$ cat src/rtl/fetch_stage.sv
// fetch_stage -- instruction-fetch stage of the pipelined RV32 core.
//
// Owns the PC and keeps at most one request in flight to instruction memory.
// It loads the IF/ID pipeline register from the memory response (or from the
// hold buffer), and inserts bubbles on empty cycles and on redirects.
//
// Ports:
//   clk, rst_n          core clock (rising edge), asynchronous active-low reset
//   stall               hazard-unit hold: freezes the PC and IF/ID
//   redirect            taken branch/jump from EX; flushes IF/ID
//   redirect_pc[31:0]   new fetch address (bits [1:0] are forced to 0)
//   imem_req            one-cycle request strobe
//   imem_addr[31:0]     request address, meaningful while imem_req=1
//   imem_rdata[31:0]    response instruction, meaningful with imem_rvalid
//   imem_rvalid         response strobe
//   if_id_pc/instr/valid  IF/ID pipeline register
//   dbg_state_o[1:0]    current fetch FSM state (ISSUE=0, WAIT=1, HOLD=2, DROP=3)
//
// Optional build macro FETCH_PERF_CNT_EN adds the following outputs:
//   perf_stall_cycles[31:0]  cycles with stall=1 and redirect=0
//   perf_flush_count[31:0]   cycles with redirect=1
//
// Memory handshake: imem_req is a single-cycle strobe issued only from ISSUE.
// Exactly one imem_rvalid pulse answers it, at least one cycle later.
// No new request is issued until that response has been consumed (WAIT),
// parked (HOLD) or thrown away (DROP). The memory has no ready signal. An
// imem_rvalid seen while nothing is outstanding (ISSUE/HOLD) is ignored.
module fetch_stage #(
  parameter logic [31:0] RESET_PC  = 32'h0000_0000,
  parameter logic [31:0] NOP_INSTR = 32'h0000_0013
) (
  input  logic        clk,
  input  logic        rst_n,
  input  logic        stall,
  input  logic        redirect,
  input  logic [31:0] redirect_pc,
  output logic        imem_req,
  output logic [31:0] imem_addr,
  input  logic [31:0] imem_rdata,
  input  logic        imem_rvalid,
  output logic [31:0] if_id_pc,
  output logic [31:0] if_id_instr,
  output logic        if_id_valid,
  output logic [1:0]  dbg_state_o
`ifdef FETCH_PERF_CNT_EN
  ,
  output logic [31:0] perf_stall_cycles,
  output logic [31:0] perf_flush_count
`endif
);

  typedef enum logic [1:0] {
    ST_ISSUE = 2'd0,
    ST_WAIT  = 2'd1,
    ST_HOLD  = 2'd2,
    ST_DROP  = 2'd3
  } state_e;

  state_e      state_q, state_d;
  logic [31:0] pc_q, pc_d;
  logic [31:0] hold_q, hold_d;
  logic [31:0] if_id_pc_q, if_id_pc_d;
  logic [31:0] if_id_instr_q, if_id_instr_d;
  logic        if_id_valid_q, if_id_valid_d;

  logic        resp_ok;
  logic        deliver;
  logic [1:0]  unused_pc_bits;

  assign unused_pc_bits = redirect_pc[1:0];

  // A response counts only while WAIT is expecting one.
  assign resp_ok = (state_q == ST_WAIT) && imem_rvalid;
  // An instruction reaches IF/ID only when neither redirect nor stall blocks it.
  assign deliver = !redirect && !stall &&
                   (resp_ok || (state_q == ST_HOLD));

  // State register
  always_ff @(posedge clk or negedge rst_n) begin
    if (!rst_n) begin
      state_q <= ST_ISSUE;
    end else begin
      state_q <= state_d;
    end
  end

  // Next-state logic
  always_comb begin
    state_d = state_q;
    case (state_q)
      ST_ISSUE: state_d = redirect ? ST_DROP : ST_WAIT;
      ST_WAIT: begin
        if (redirect) begin
          // Response already here: discard it now; else drop it when it lands.
          state_d = imem_rvalid ? ST_ISSUE : ST_DROP;
        end else if (imem_rvalid) begin
          state_d = stall ? ST_HOLD : ST_ISSUE;
        end
      end
      ST_HOLD: begin
        if (redirect || !stall) state_d = ST_ISSUE;
      end
      ST_DROP: begin
        if (imem_rvalid) state_d = ST_ISSUE;
      end
      default: state_d = ST_ISSUE;
    endcase
  end

  // Output logic
  always_comb begin
    imem_req    = (state_q == ST_ISSUE) && rst_n;
    imem_addr   = pc_q;
    dbg_state_o = state_q;
  end

  // PC, hold buffer and IF/ID next values
  always_comb begin
    pc_d          = pc_q;
    hold_d        = hold_q;
    if_id_pc_d    = if_id_pc_q;
    if_id_instr_d = if_id_instr_q;
    if_id_valid_d = if_id_valid_q;

    if (redirect) begin
      pc_d = {redirect_pc[31:2], 2'b00};
    end else if (deliver) begin
      pc_d = pc_q + 32'd4;
    end

    // Response arrives under stall: park it until the stall lifts.
    if (resp_ok && stall && !redirect) begin
      hold_d = imem_rdata;
    end

    if (redirect) begin
      if_id_pc_d    = 32'h0;
      if_id_instr_d = NOP_INSTR;
      if_id_valid_d = 1'b0;
    end else if (stall) begin
      // IF/ID holds its current contents.
    end else if (deliver) begin
      if_id_pc_d    = pc_q;
      if_id_instr_d = (state_q == ST_HOLD) ? hold_q : imem_rdata;
      if_id_valid_d = 1'b1;
    end else begin
      if_id_pc_d    = pc_q;
      if_id_instr_d = NOP_INSTR;
      if_id_valid_d = 1'b0;
    end
  end

  always_ff @(posedge clk or negedge rst_n) begin
    if (!rst_n) begin
      pc_q          <= RESET_PC;
      hold_q        <= 32'h0;
      if_id_pc_q    <= 32'h0;
      if_id_instr_q <= NOP_INSTR;
      if_id_valid_q <= 1'b0;
    end else begin
      pc_q          <= pc_d;
      hold_q        <= hold_d;
      if_id_pc_q    <= if_id_pc_d;
      if_id_instr_q <= if_id_instr_d;
      if_id_valid_q <= if_id_valid_d;
    end
  end

  assign if_id_pc    = if_id_pc_q;
  assign if_id_instr = if_id_instr_q;
  assign if_id_valid = if_id_valid_q;

`ifdef FETCH_PERF_CNT_EN
  logic [31:0] stall_cnt_q, flush_cnt_q;

  always_ff @(posedge clk or negedge rst_n) begin
    if (!rst_n) begin
      stall_cnt_q <= 32'h0;
      flush_cnt_q <= 32'h0;
    end else begin
      if (stall && !redirect) stall_cnt_q <= stall_cnt_q + 32'd1;
      if (redirect)           flush_cnt_q <= flush_cnt_q + 32'd1;
    end
  end

  assign perf_stall_cycles = stall_cnt_q;
  assign perf_flush_count  = flush_cnt_q;
`endif

endmodule

$ cat config.mk
export PLATFORM = sky130hd
export DESIGN_NAME = fetch_stage
export DESIGN_NICKNAME = d
export VERILOG_FILES = /design/src/rtl/fetch_stage.sv
export SDC_FILE = /design/constraint.sdc
export NUM_CORES = 1
export LEC_CHECK = 0
export BUFFER_PORTS_ARGS = -buffer_cell sky130_fd_sc_hd__buf_2
export CORE_MARGIN = 4
export CORE_UTILIZATION = 47
export CTS_CLUSTER_SIZE = 20
export DETAILED_ROUTE_END_ITERATION = 10
export PLACE_DENSITY = 0.73
export REMOVE_ABC_BUFFERS = 1
export SYNTH_ARGS = -nofsm -noshare
export SYNTH_HDL_FRONTEND = slang
export SYNTH_SLANG_ARGS = --single-unit
$ cat constraint.sdc
create_clock -name clk -period 1.7 [get_ports clk]
set_clock_uncertainty 0.05 [all_clocks]
set_input_delay 0.085 -clock clk [delete_from_list [all_inputs] [get_ports clk]]
set_output_delay 0.085 -clock clk [all_outputs]
set_load 0.1 [all_outputs]
* Word level (Yosys, flattened, before mapping) *
Index checks and enable logic that the tools add are counted.

word-level totals
  register bits after elaboration = 131
  input bits = 69
  output and inout port bits = 100
  word-level logic and storage cells = 46

operators by class
  add/sub/neg operators = 1
  equality and inequality tests = 7
  multiplexer cells = 19
  reduce and logical (&&, ||, !) cells = 13

operator list
  kind                                                   number
  two-way mux 32 bit                                     8
  adder 32 x 3 -> 32 bit, second input constant          1
  two-way mux 2 bit                                      7
  case mux 2 bit (4 select lines)                        1
  logical AND 1 bit                                      6
  == test 2 bit, second input constant                   2
  inequality test 2 bit, second input constant           2
  two-way mux 1 bit                                      3
  inequality test 3 bit, second input constant           1
  AND reduction 3 bit                                    1
  == test 2 x 1 -> 1 bit, second input constant          1
  logical NOT 1 bit                                      2
  logical NOT 2 bit                                      1
  logical OR 1 bit                                       2
  inequality test 2 x 1 -> 1 bit, second input constant  1
  nonzero test 2 bit                                     1

* Longest topological paths before layout *
Gate-level depths: netlist of run 1.

  depth in word-level cells = 7
  mapped depth = 7
  gate-level depth less buffers = 5

* Worst setup path after synthesis of run 1 *
No wires, ideal clock.

  path type = register to output
  from = register state_q[0], in the netlist dbg_state_o[0]
  to = output imem_req
  arrival time = 3.263 ns
  required time = 1.565 ns
  setup slack = -1.698 ns
  stages on the path, launching flop included = 3
  path buffers = 1
  cell sequence = dfrtp_1 buf_4 nor3b_1

on the way
  cells in the longest elaborated chain, start to end = 2

ends and longest elaborated chain
  what                    RTL line  text
  from (decl)             59        state_e state_q, state_d;
  from (signal assigned)  83        state_q <= state_d;
  logical NOT 2 bit       112       imem_req = (state_q == ST_ISSUE) && rst_n;
  logical AND 1 bit       112
  to (decl)               37        output logic imem_req,

Every way passes these cells.

* Final worst setup path of run 1 *
  from = register state_q[1], in the netlist dbg_state_o[1]
  to = register pc_q[25], in the netlist imem_addr[25]

on the way
  cells in the longest elaborated chain, start to end = 5
  elaborated cells between the ends (all ways) = 6
  classes of those cells = eq/ne (2); reduce/logical (4)

ends and longest elaborated chain
  what                              RTL line  text
  == test 2 x 1 -> 1 bit            73        assign resp_ok = (state_q == ST_WAIT) && imem_rvalid;
  logical AND 1 bit                 73
  logical OR 1 bit (*)              76        (resp_ok || (state_q == ST_HOLD));
  logical AND 1 bit (*)             75        assign deliver = !redirect && !stall &&
  nonzero test 2 bit (no line) (*)  -
  to (signal assigned)              161       pc_q <= pc_d;
  to (decl)                         60        logic [31:0] pc_q, pc_d;

Mark *: on every way between the ends. The rest lies on a longest branch, timed or not.
A chain may end at the register's enable or synchronous reset.

==> flow_summary.json, run 1 <==
{
  "syn_area_mm2": 0.00600,
  "ios": 169,
  "cts_tree": "built",
  "synth_seq_cells": 128,
  "slew_headroom_pct": 54.9,
  "leakagePower_nw": 4.46,
  "ys.flop_type": "dfrtp_1",
  "rr_endpoint": "imem_addr[25]",
  "start_kind": "flip-flop",
  "ir_worst_vdd_mv": 1.23,
  "ys_types": 55,
  "finalMaxSlewViolations": 0,
  "setup_viol": 82,
  "post-dp-hpwl_um": 11300,
  "num_vias": 5675,
  "synth_commonest_cells": "dfrtp_1 (125), mux2i_1 (59), nand2_1 (58)",
  "violations": "setup timing",
  "grtUsageTotal_pct": 26.0,
  "fillers": 809,
  "hp-class": "in -> reg",
  "vias_per_cell": 5.46,
  "drc": 0,
  "crit_path_end_kind": "flip-flop",
  "numPortBuffers": 164,
  "cap_violations": 0,
  "insertion_delay_ps": 420,
  "die_h_um": 121,
  "path_class": "reg -> reg",
  "drtIter0Drc": 494,
  "layout_setup_ws_ps": -246,
  "first_pass_iters": 7,
  "cts.clk_slew.worst_paths_ps": 60,
  "fmax_mhz": 514,
  "cts.sink_count": 128,
  "die-area_mm2": 0.0146,
  "outcome": "finished with violations",
  "cp_max_fo": 4,
  "synthToLayoutAreaGrowth_pct": 56.9,
  "gp_congestion": 0.856,
  "clk_path_buf_depth": 2,
  "finalHoldViolCount": 0,
  "clock-root-buffer": "clkbuf_16",
  "hold_depth": 3,
  "cp.arrival_ps": 2190,
  "syn_avg_cell_area_um2": 10.9,
  "fp.dieW_um": 121,
  "grt-ovfl-total": 0,
  "seq_area_frac_synth_pct": 53.4,
  "nets": 925,
  "cts_buffers": 17,
  "tightest_slew_ps": 677,
  "drive_above_1_share_pct": 42.7,
  "fin_crit_ps": 1950,
  "htreeDepth": 4,
  "period_share_pct": 114,
  "grt_pass1_vias": 5803,
  "preCtsSetupSlack_ps": -324,
  "ff2ff_setup_slack_ps": -250,
  "wl_per_cell_um": 18.8,
  "regArea_mm2": 0.00321,
  "multi_input_area_mm2": 0.00301,
  "grt_setup_unrepaired": "true",
  "grt_max_degree": 129,
  "syn_inst": 550,
  "async_flop_share_pct": 100,
  "ant_nets": 0,
  "crit-reg2reg-launch": "dbg_state_o[1]",
  "synth_warnings": 0,
  "synth_largest_area_cell": "dfrtp_1",
  "rows": 41,
  "antenna_found_initial": 0,
  "worstHoldStart": "stall",
  "synth_area_leaders": "dfrtp_1 (52%), mux2i_1 (9.8%), mux2_2 (6.2%)",
  "tns_ps": -6640,
  "hold_path_end": "if_id_pc[16]",
  "synthMostInstantiatedCell": "dfrtp_1",
  "grt_pass1_wl_um": 29500,
  "reg2regPathDepth": 6,
  "start_util_pct": 47.8,
  "power.density_cell_area_mw_per_mm2": 1420,
  "routed_wl_um": 19600,
  "synth.top_cell.area_share_pct": 52.1,
  "required_ps": 1950,
  "synth_edf_count": 0,
  "coreArea_mm2": 0.0126,
  "num_antenna_cells": 0
}
[area by class of cell]
cell class | instances | area share (%)
Timing Repair Buffer | 321 | 25.2
Multi-Input combinational cell | 383 | 31.9
Tap cell | 172 | 2.28
Clock inverter | 11 | 1.46
Sequential cell | 128 | 34.0
Clock buffer | 21 | 4.89
Inverter | 4 | 0.159
[repair_timing]
item                       CTS  global route
buffers inserted            13             6
resized for setup           56            72
hold endpoints to repair   220             0
hold buffers                65             0
setup endpoints to repair   82            93
pin swaps                   27            19
cloned                       5             0
[critical path, stage by stage (launching register included)]
cell,delay (ps)
dfrtp_1,410
nand3b_1,210
buf_6,150
buf_6,110
a2111oi_4,360
a21oi_1,150
or3b_1,380
[kinds of logic after synthesis]
kind of cell,Yosys count,synth area share (%)
buffers and inverters,40,2.96
xor gates and xnor gates,8,1.17
DFF,128,53.4
muxes,92,16.0
AOI/OAI and AO/OA,98,11.0
adders and majority gates,1,0.208
other,1,0.0625
and+or+nand+nor,182,15.2
[per-stage QoR]
| stage | utilization, % | cell area, um2 | power (mW) | hold WS, ps | cells |
|---|---|---|---|---|---|
| global route | 75.0 | 9420 | 13.9 | 24.1 | 1040 |
| floorplan | - | 5850 | 7.56 | -261 | 515 |
| detailed placement | 59.7 | 7510 | 8.83 | 200 | 923 |
| CTS | 72.6 | 9130 | 13.0 | 11.7 | 1037 |
| global placement | 59.7 | 7510 | 8.70 | 194 | 923 |
| finish | 75.0 | 9420 | 13.4 | 21.2 | 1040 |
[cell usage in the layout (no fill, tap or decap), drive strengths merged, types with 3 or more instances in the layout]
cell type    count
or4b             3
o2111ai          8
clkinv           5
and2             3
a211o            3
o22a             3
and3             7
clkinvlp         3
and4             3
or3              4
a21oi            7
o31ai            7
inv              4
nand3            8
buf            255
a31oi           13
or4             10
mux2            33
nand4           10
nor2            55
dlygate4sd3     65
xor2             7
nor2b            7
dfrtp          125
bufinv           3
clkbuf          22
o21ai           43
dfstp            3
mux2i           59
nand2           58
[how the worst max path moves through the flow]
stage	start	endpoint	slack, ps	cells past startpoint
floorplan	dbg_state_o[1]	if_id_instr[10]	-1980	3
global placement	dbg_state_o[1]	imem_addr[26]	-160	4
detailed placement	dbg_state_o[1]	imem_addr[28]	-320	4
CTS	dbg_state_o[1]	imem_addr[27]	-130	6
global route	dbg_state_o[1]	imem_addr[25]	-310	6
finish	dbg_state_o[1]	imem_addr[25]	-250	6
[state kept, by name, summed over array words and instances (netlist names)]
signal       cells
if_id_valid      1
if_id_pc        31
if_id_instr     32
hold_q          32
imem_addr       30
dbg_state_o      2
[power by group]
group          switching (mW)  internal, mW
Combinational            3.64          1.90
Sequential              0.425          3.71
Clock                    1.34          2.37
[routing by layer]
layer | GRT usage, % | up-vias | wire length [um]
met5 | 0 | - | 0
met4 | 9.42 | 0 | 426
met3 | 7.79 | 39 | 1470
met2 | 44.1 | 262 | 9780
met1 | 31.3 | 2770 | 7900
li1 | - | 2604 | -
Note: power is estimated with default switching activity, not from simulation.
==> run 2: changes to the inputs <==
Settings changed: ABC_AREA set to 1, CORE_UTILIZATION 47 to 48, PLACE_DENSITY 0.73 to 0.74.
==> run 2 against run 1 <==
The run now ends clean. Synthesized area rose by 6.4%. Sequential share of layout area up 2.6 points. Routed wire length shrank 9.6%. Global-route usage fell by 1.9 points. Sequential power up 3%.
==> flow_summary.json, run 2 <==
{
  "outcome": "completed",
  "power.density_cell_area_mw_per_mm2": 1560,
  "drtIter0Drc": 363,
  "ys_types": 35,
  "grt_pass1_vias": 6000,
  "finalMaxSlewViolations": 0,
  "finalHoldViolCount": 0,
  "crit_path_end_kind": "flip-flop",
  "seq_area_frac_synth_pct": 50.2,
  "combPwrFrac_pct": 41.7,
  "layout_setup_ws_ps": 97.8,
  "cts.sink_count": 128,
  "final_area_mm2": 0.00876,
  "synth_warnings": 0,
  "p_sw_share_pct": 46.0,
  "fmax_mhz": 624,
  "die_h_um": 123,
  "cts.clk_slew.worst_paths_ps": 60,
  "setup_viol": 0,
  "slew_headroom_pct": 60.7,
  "cap_violations": 0,
  "synth_edf_count": 0,
  "ir_worst_vdd_mv": 1.08,
  "synth_area_leaders": "dfrtp_1 (49%), nand2_1 (17%), o21ai_0 (8.5%)",
  "numPortBuffers": 164,
  "grt-busiest-layer": "met2",
  "fp.dieW_um": 123,
  "gp_congestion": 0.888,
  "clk_path_buf_depth": 2,
  "nets": 1119,
  "cts_buffers": 17,
  "htreeDepth": 4,
  "regArea_mm2": 0.00321,
  "die-area_mm2": 0.0152,
  "seqPwrFrac_pct": 31.2,
  "ys.flop_type": "dfrtp_1",
  "preCtsSetupSlack_ps": 143,
  "required_ps": 1940,
  "internal_power_mw": 7.36,
  "start_util_pct": 49.8,
  "synth_commonest_cells": "nand2_1 (292), dfrtp_1 (125), o21ai_0 (109)",
  "cp_max_fo": 12,
  "synth.top_cell.area_share_pct": 49.0,
  "start_kind": "flip-flop",
  "coreArea_mm2": 0.0128,
  "syn_avg_cell_area_um2": 7.86,
  "grt.met3_usage_pct": 7.09,
  "fillers": 1033,
  "grt-ovfl-total": 0,
  "grtUsageMet2_pct": 41.3,
  "cp.arrival_ps": 1840,
  "post-dp-hpwl_um": 12100,
  "multi_input_area_mm2": 0.00264,
  "clock-root-buffer": "clkbuf_16",
  "syn_area_mm2": 0.00639,
  "leakagePower_nw": 4.47,
  "path_class": "reg -> reg",
  "vias_per_cell": 4.88,
  "period_share_pct": 94.2,
  "synth_largest_area_cell": "dfrtp_1",
  "insertion_delay_ps": 410,
  "placed_area_mm2": 0.00749,
  "routed_wl_um": 17700,
  "synthMostInstantiatedCell": "nand2_1",
  "final_cell_mix": "nand2_1 (292), buf_2 (162), dfrtp_1 (125)",
  "tightest_slew_ps": 590,
  "grt_pass1_wl_um": 28900,
  "grtUsageTotal_pct": 24.1,
  "async_flop_share_pct": 100,
  "hp-class": "in -> async",
  "syn_inst": 813,
  "grt_max_degree": 58,
  "synthToLayoutAreaGrowth_pct": 37.1,
  "clkPwrFrac_pct": 27.1,
  "fin_crit_ps": 1600,
  "wl_per_cell_um": 14.3,
  "layout_commonest_cell": "nand2_1",
  "antenna_found_initial": 2,
  "num_vias": 6021,
  "grt_setup_unrepaired": "false",
  "synth_seq_cells": 128,
  "drc": 0,
  "ios": 169,
  "first_pass_iters": 4,
  "met1_usage_pct": 30.0,
  "drive_above_1_share_pct": 25.5,
  "cts_tree": "built",
  "rows": 41,
  "ant_nets": 0,
  "p_switching_mw": 6.27
}
==> run 2: changes by cell type in the layout (fill, tap and decap cells not counted), moves of 13 or more <==
cell / previous run / this run
inv_1: 4 / 87
buf_4: 70 / 16
nand2_1: 57 / 292
o21ai_0: 17 / 109
nor2_1: 53 / 37
mux2i_1: 59 / 0
buf_6: 14 / 1
mux2_4: 30 / 0
nand3_1: 7 / 25
==> run 2: path summary, 6_finish.rpt <==
path,from,slack [ps],end,cells past startpoint
max in group asynchronous,rst_n,650,if_id_pc[22],3
min in group clk,redirect,90,dbg_state_o[1],3
hold reg to reg,if_id_pc[8],420,if_id_pc[8],2
setup / recovery,dbg_state_o[0],100,imem_addr[12],9
hold / removal,rst_n,60,if_id_instr[27],2
setup reg to reg,dbg_state_o[0],100,imem_addr[12],9
==> run 2: through the flow <==
stage | std cells | total power, mW | hold slack [ps] | util, % | TNS (ps)
after floorplan | 779 | 8.53 | -261 | - | -47460
after detailed placement | 1136 | 9.84 | -77.3 | 58.4 | 0
final | 1235 | 13.6 | 60.7 | 68.3 | 0
after global placement | 1136 | 9.74 | -80.6 | 58.4 | 0
after CTS | 1233 | 13.7 | 46.7 | 68.2 | 0
after global routing | 1235 | 14.3 | 74.2 | 68.3 | 0
==> run 2: area by class of cell <==
type / count / area share, %
multi-input cells: 555 / 30.1
inverters: 96 / 4.11
clock inverters: 12 / 1.83
well taps: 172 / 2.46
flip-flops and latches: 128 / 36.6
diodes: 1 / 0.0286
repair buffers: 251 / 19.8
clock buffers: 20 / 5.10
==> run 2: power by group through the flow <==
stage                     Sequential (mW)  Clock (mW)  Combinational (mW)
after global routing                 4.35        3.91                6.07
after global placement               4.27           0                5.48
after detailed placement             4.30           0                5.54
after CTS                            4.25        3.76                5.69
after floorplan                      6.92           0                1.62
final                                4.26        3.69                5.69
==> run 2: cell families after synthesis <==
group,Yosys count,synth area share (%)
and+or+nand+nor,383,25.6
other,1,0.0587
DFF,128,50.2
adders and majority gates,1,0.196
xor gates and xnor gates,6,0.822
muxes,3,0.529
buffers and inverters,131,8.73
AOI/OAI and AO/OA,160,13.8
==> run 2: per-layer routing <==
metal	vias to the layer above	routed length [um]	share of wire, %
met5	-	13	0.073
met4	2	109	0.62
met3	13	1260	7.1
met2	190	8790	50
met1	2783	7530	43
li1	3033	-	-
==> run 2: critical path, cell delays in order, from the launching register on <==
cell	delay, ps
dfrtp_1	450
inv_2	110
nand2_2	120
nand2_4	120
nand2_8	70
nand2_4	180
buf_12	170
o21ai_0	70
inv_1	70
nand2_1	70
==> run 2: what timing repair did <==
item                                    in CTS  in global routing
hold buffers                                65                  0
buffers inserted                             0                  1
endpoints found under the setup margin       0                  5
gates resized for setup                      0                  2
hold endpoints to repair                   181                  0
